===== src/rtl/siso_tx_ctrl.sv =====
// rtl/siso_tx_ctrl.sv - parallel-to-serial frame controller feeding a SISO shift chain
//
// Accepts a WIDTH-bit word under a ready/start handshake and presents it one
// bit per clock on ser_out with a ser_valid qualifier. A one-cycle done pulse
// follows the last bit of a completed frame. All outputs are registered.
//
// Ports:
//   clk       in   1      single clock, rising edge
//   rst       in   1      synchronous active-low reset
//   start     in   1      transmit request, honoured only while ready=1
//   par_in    in   WIDTH  parallel word, captured on the accept edge
//   abort     in   1      terminates the frame, honoured only while shifting
//   ready     out  1      idle, able to accept start
//   busy      out  1      frame in progress (complement of ready)
//   ser_out   out  1      serial data bit
//   ser_valid out  1      ser_out carries a frame bit
//   done      out  1      one-cycle pulse after the last bit of a completed frame
//   bit_cnt   out  CW     bits already emitted in the current frame

module siso_tx_ctrl #(
  parameter int WIDTH     = 8,
  parameter int LSB_FIRST = 0,
  parameter int CW        = $clog2(WIDTH + 1)
) (
  input  logic             clk,
  input  logic             rst,
  input  logic             start,
  input  logic [WIDTH-1:0] par_in,
  input  logic             abort,
  output logic             ready,
  output logic             busy,
  output logic             ser_out,
  output logic             ser_valid,
  output logic             done,
  output logic [CW-1:0]    bit_cnt
);

  typedef enum logic [1:0] {
    IDLE  = 2'd0,
    SHIFT = 2'd1,
    DONE  = 2'd2
  } state_t;

  state_t           state, state_n;
  logic [WIDTH-1:0] shreg, shreg_n;
  logic             ser_out_n;
  logic             ser_valid_n;
  logic             done_n;
  logic             ready_n;
  logic [CW-1:0]    bit_cnt_n;

  localparam logic [CW-1:0] LAST_CNT = CW'(WIDTH);

  // Bit to transmit next from a word, honouring the bit order.
  function automatic logic head_bit(input logic [WIDTH-1:0] w);
    return (LSB_FIRST != 0) ? w[0] : w[WIDTH-1];
  endfunction

  // Word with the transmitted bit removed, next bit moved to the head.
  function automatic logic [WIDTH-1:0] advance(input logic [WIDTH-1:0] w);
    return (LSB_FIRST != 0) ? (w >> 1) : (w << 1);
  endfunction

  always_ff @(posedge clk) begin
    if (!rst) begin
      state     <= IDLE;
      shreg     <= '0;
      ser_out   <= 1'b0;
      ser_valid <= 1'b0;
      done      <= 1'b0;
      ready     <= 1'b1;
      busy      <= 1'b0;
      bit_cnt   <= '0;
    end else begin
      state     <= state_n;
      shreg     <= shreg_n;
      ser_out   <= ser_out_n;
      ser_valid <= ser_valid_n;
      done      <= done_n;
      ready     <= ready_n;
      busy      <= !ready_n;
      bit_cnt   <= bit_cnt_n;
    end
  end

  always_comb begin
    state_n     = state;
    shreg_n     = shreg;
    ser_out_n   = 1'b0;
    ser_valid_n = 1'b0;
    done_n      = 1'b0;
    bit_cnt_n   = bit_cnt;

    case (state)
      IDLE: begin
        bit_cnt_n = '0;
        if (start) begin
          // The first bit leaves on the accept edge itself, so the register
          // keeps the word already advanced past that bit.
          state_n     = SHIFT;
          ser_out_n   = head_bit(par_in);
          shreg_n     = advance(par_in);
          ser_valid_n = 1'b1;
          bit_cnt_n   = CW'(1);
        end
      end

      SHIFT: begin
        if (abort) begin
          // Abort wins even on the final edge: no done for this frame.
          state_n   = IDLE;
          bit_cnt_n = '0;
        end else if (bit_cnt == LAST_CNT) begin
          state_n = DONE;
          done_n  = 1'b1;
        end else begin
          ser_out_n   = head_bit(shreg);
          shreg_n     = advance(shreg);
          ser_valid_n = 1'b1;
          bit_cnt_n   = bit_cnt + CW'(1);
        end
      end

      DONE: begin
        state_n   = IDLE;
        bit_cnt_n = '0;
      end

      default: begin
        state_n   = IDLE;
        bit_cnt_n = '0;
      end
    endcase

    ready_n = (state_n == IDLE);
  end

endmodule

===== config.mk =====
export PLATFORM = sky130hd
export DESIGN_NAME = siso_tx_ctrl
export DESIGN_NICKNAME = d
export VERILOG_FILES = /design/src/rtl/siso_tx_ctrl.sv
export SDC_FILE = /design/constraint.sdc
export NUM_CORES = 1
export LEC_CHECK = 0
export CAP_MARGIN = 5
export CELL_PAD_IN_SITES_DETAIL_PLACEMENT = 1
export CELL_PAD_IN_SITES_GLOBAL_PLACEMENT = 1
export CORE_UTILIZATION = 35
export CTS_BUF_LIST = sky130_fd_sc_hd__clkbuf_4 sky130_fd_sc_hd__clkbuf_8 sky130_fd_sc_hd__clkbuf_16
export CTS_CLUSTER_SIZE = 14
export DETAILED_ROUTE_END_ITERATION = 8
export PLACE_DENSITY_LB_ADDON = 0.05
export SLEW_MARGIN = 20
export SYNTH_ARGS = -nofsm -noshare
export SYNTH_HDL_FRONTEND = slang
export SYNTH_SLANG_ARGS = --single-unit
export TNS_END_PERCENT = 30

===== constraint.sdc =====
create_clock -name clk -period 1.7 [get_ports clk]
set_input_delay 0.255 -clock clk [delete_from_list [all_inputs] [get_ports clk]]
set_output_delay 0.255 -clock clk [all_outputs]
set_load 0.03 [all_outputs]

# Word level (Yosys, flattened, before mapping)
# Cells that the tools add are included.
[op_classes] add_sub_neg=1 eq_ne=6 n_mux=21 n_bitwise=2 reduce_logical=6
[ops] op="two-way mux 8 bit" n=3
[ops] op="case mux 8 bit (2 select lines)" n=1
[ops] op="two-way mux 1 bit" n=8
[ops] op="two-way mux 4 bit" n=2
[ops] op="case mux 4 bit (2 select lines)" n=1
[ops] op="two-way mux 2 bit" n=3
[ops] op="!= test 2 bit (second input constant)" n=3
[ops] op="adder 4 x 1 -> 4 bit (second input constant)" n=1
[ops] op="== test 4 bit (second input constant)" n=1
[ops] op="logical NOT 2 bit" n=2
[ops] op="case mux 1 bit (2 select lines)" n=2
[ops] op="case mux 2 bit (2 select lines)" n=1
[ops] op="AND reduction 4 bit" n=1
[ops] op="!= test 3 bit (second input constant)" n=1
[ops] op="OR reduction 3 bit" n=1
[ops] op="== test 2 x 1 -> 1 bit (second input constant)" n=1
[ops] op="NOT 1 bit" n=2
[ops] op="nonzero test 2 bit" n=1
[ops] op="logical NOT 1 bit" n=1
[word_totals] regBits=19 input_bits=12 out_inout_bits=9

# Logic depth before layout (Yosys ltp)
[depth] word_depth=6 depth_mapped=6

# Worst setup path before layout
# No wires, ideal clock.
[synth_timing] path_kind="reg2reg" start="reg bit_cnt[0]" end="reg bit_cnt[0]" setup_ns=0.086 arrival_ns=1.476 slack_ns=0.138 stages_incl_launch_ff=7 n_path_buf=1 cell_sequence="dfxtp_1 inv_1 ha_1 nand3b_1 buf_2 nor2_1 a221oi_2"
[synth_via] elab_chain_cells=4 word_cells_on_any_way=6 classes_between="1 x add/sub; 2 x eq/ne; 3 x mux"
[synth_lines] element="start, declared" line="35" text="output logic [CW-1:0] bit_cnt"
[synth_lines] element="start signal, assigned" line="82" text="bit_cnt <= bit_cnt_n;"
[synth_lines] element="adder 4 x 1 -> 4 bit" line="120" text="bit_cnt_n = bit_cnt + CW'(1);"
[synth_lines] element="two-way mux 4 bit" line="113" text="end else if (bit_cnt == LAST_CNT) begin"
[synth_lines] element="two-way mux 4 bit" line="109" text="if (abort) begin"
[synth_lines] element="case mux 4 bit (2 select lines)" line="94" text="case (state)"
# Parallel ways exist; a longest one is shown, timed or not. The select of a mux whose other input is x is not followed.
# A chain may end at the register's enable or synchronous reset.

# Final worst setup path
[layout_timing] start="reg bit_cnt[3]" end="out bit_cnt[3]"
# No word-level cell between the ends.

==> metrics <==
PortBufs 20; Post-Place Cell Area 0.00108 mm²; number of fillers in the final layout 250; Core Region 0.00219 mm²; Root Driver clkbuf_4; Rows 17; area grow syn2layout 37.4%; drt total wl 1740 µm; Post-synth ARST share 0%; power after layout 893 µW; clk_lat worst skew 0.29 ns; mean routed wirelength per cell 13.2 µm; Tcrit/Tclk final 96.1%; initial antenna violation count 0; Seq. cell area 360 µm²; Top Ports 21; Max Freq 0.612 GHz; fin util 50.9%; Via Count 670; RSZ-0062 raised after global routing false; sequential area share after synthesis 44.4%; R2R Setup Slk 0.21 ns; leading area contributor after synthesis dfxtp_1; multi-input logic area 405 µm²; Initial Utilization 37.1%; Worst-Margin Slew 0.503 ns; CTS Buffer Depth 2; top cell type's share of synthesized area 44.4%; family with the most delay on the worst path buffers and inverters; Via density 5.08; Clock Pin Slew Worst Setup and Hold Paths 0.10 ns; critical path class flip-flop to output pin; final hold slack 0.523 ns; max-cap check violation count 0; critical path fanouts, max 4; DRC 0; Startpoint Class flip-flop; most frequent cells in the layout dfxtp_1 (18), clkdlybuf4s50_1 (17), buf_4 (8); Net count, final 119; pin count of the biggest net entering global routing 13; Mapped Cells 76; layout cells sized above 1 21.2%; Post-synth EDFFs 0; Distinct cells, synth 28; clk sinks 18; DP Worst Slack 0.154 ns; clk_skew 0.00358 ns; Non-Filler Instances 132; LEAKAGE 0.480 nW; first-pass GRT wire length 2880 µm; FF+latch count, synth 18; slowest cell on the critical path clkdlybuf4s50_1; Routed Antenna Nets 0; hold crit path type flip-flop to flip-flop; die span in y 50.2 µm; Die Span X 50.2 µm; CTS Hold Bufs 0; status completed; worst path arrival time 1.38 ns; Buf/Inv on CP 1; total CTS buffers 3; crit-path max cell delay 0.69 ns; GRT overflow 0; Setup Viol. Count Final 0; PD cells 800 mW/mm²; GR Util All Layers 15.6%; Post-synth top flop dfxtp_1; endpoints failing hold 0; H-tree levels 1; Placed Instances 128; Tmin final 1.63 ns; Rel. slew slack 66.4%; cells along the critical path clkdlybuf4s50_1; fin worst setup slack 0.0665 ns; commonest non-fill, non-tap cell in the layout dfxtp_1; Area contributors post-synth dfxtp_1 (44%), a211oi_2 (9.2%), mux2i_1 (7.4%); CP Capture Type output pin; yosys warns 0; die area 0.00252 mm²; gpl congestion 0.762; TNS Setup 0 ns; Post-Syn Area per Cell 10.7 µm²; Final Max Tran Viols 0; Detailed Place HPWL 1300 µm; Pre-antenna DRT Iters 3; TritonCTS clock tree done; Max rail drop VDD 0.597 mV; Net Count, Synth 90; post-route cell area 0.00112 mm²; synthesized area 812 µm²; Iter 0 DRT Violations 6; Worst EP required 1.44 ns; vias in the first global route 623; Ant. Diodes 0
[synth_stat cells, types with 2 or more instances]
cell / n
mux2i_1: 6
a21oi_1: 4
nand3_1: 2
a211oi_1: 6
ha_1: 2
buf_6: 2
inv_1: 4
nand2_1: 4
a211oi_2: 6
nor2_1: 5
dfxtp_1: 18
[layout make-up]
type	instances	share of cell area [%]
Tap cell	28	3.14
Sequential cell	18	32.3
Multi-Input combinational cell	50	36.3
Timing Repair Buffer	28	23.7
Inverter	4	1.35
Clock buffer	4	3.25
[what timing repair did]
action | in CTS | in global routing
gates resized for setup | 1 | 2
setup endpoints to repair | 1 | 2
buffers inserted | 0 | 0
[worst paths after layout]
kind,start,to,cells after the start
setup reg to reg,bit_cnt[0],shreg[5],6
setup / recovery,bit_cnt[3],bit_cnt[3],1
hold reg to reg,shreg[1],shreg[1],2
hold / removal,shreg[1],shreg[1],2
[registers in the layout, summed over array words and instances, names as in the netlist]
signal / cells
shreg: 7
bit_cnt: 4
state: 2
busy: 1
done: 1
ready: 1
ser_out: 1
ser_valid: 1
[logic make-up after synthesis]
kind of cell	after synthesis	synth area share, %
compound gates	22	23.6
simple gates	18	13.7
flops	18	44.4
buf+inv	8	5.70
mux	6	7.40
xor+xnor	2	2.16
fa+ha+maj	2	3.08
[per-layer routing]
layer	global-route usage [%]	vias up	routed length, µm
met4	2.86	0	14
li1	-	332	-
met1	19.4	321	849
met3	6.36	2	85
met2	25.3	15	792
met5	0	-	0
[tightest hold or removal path, cell delays in order (launching register included)]
cell	delay (ns)
dfxtp_1	0.33
o311ai_0	0.08
a21oi_1	0.07
[power breakdown]
group	internal, mW	switching [mW]
Sequential	0.447	0.0125
Clock	0.131	0.133
Combinational	0.0857	0.0838
Total	0.664	0.229
Note: power is estimated with default switching activity, not from simulation.
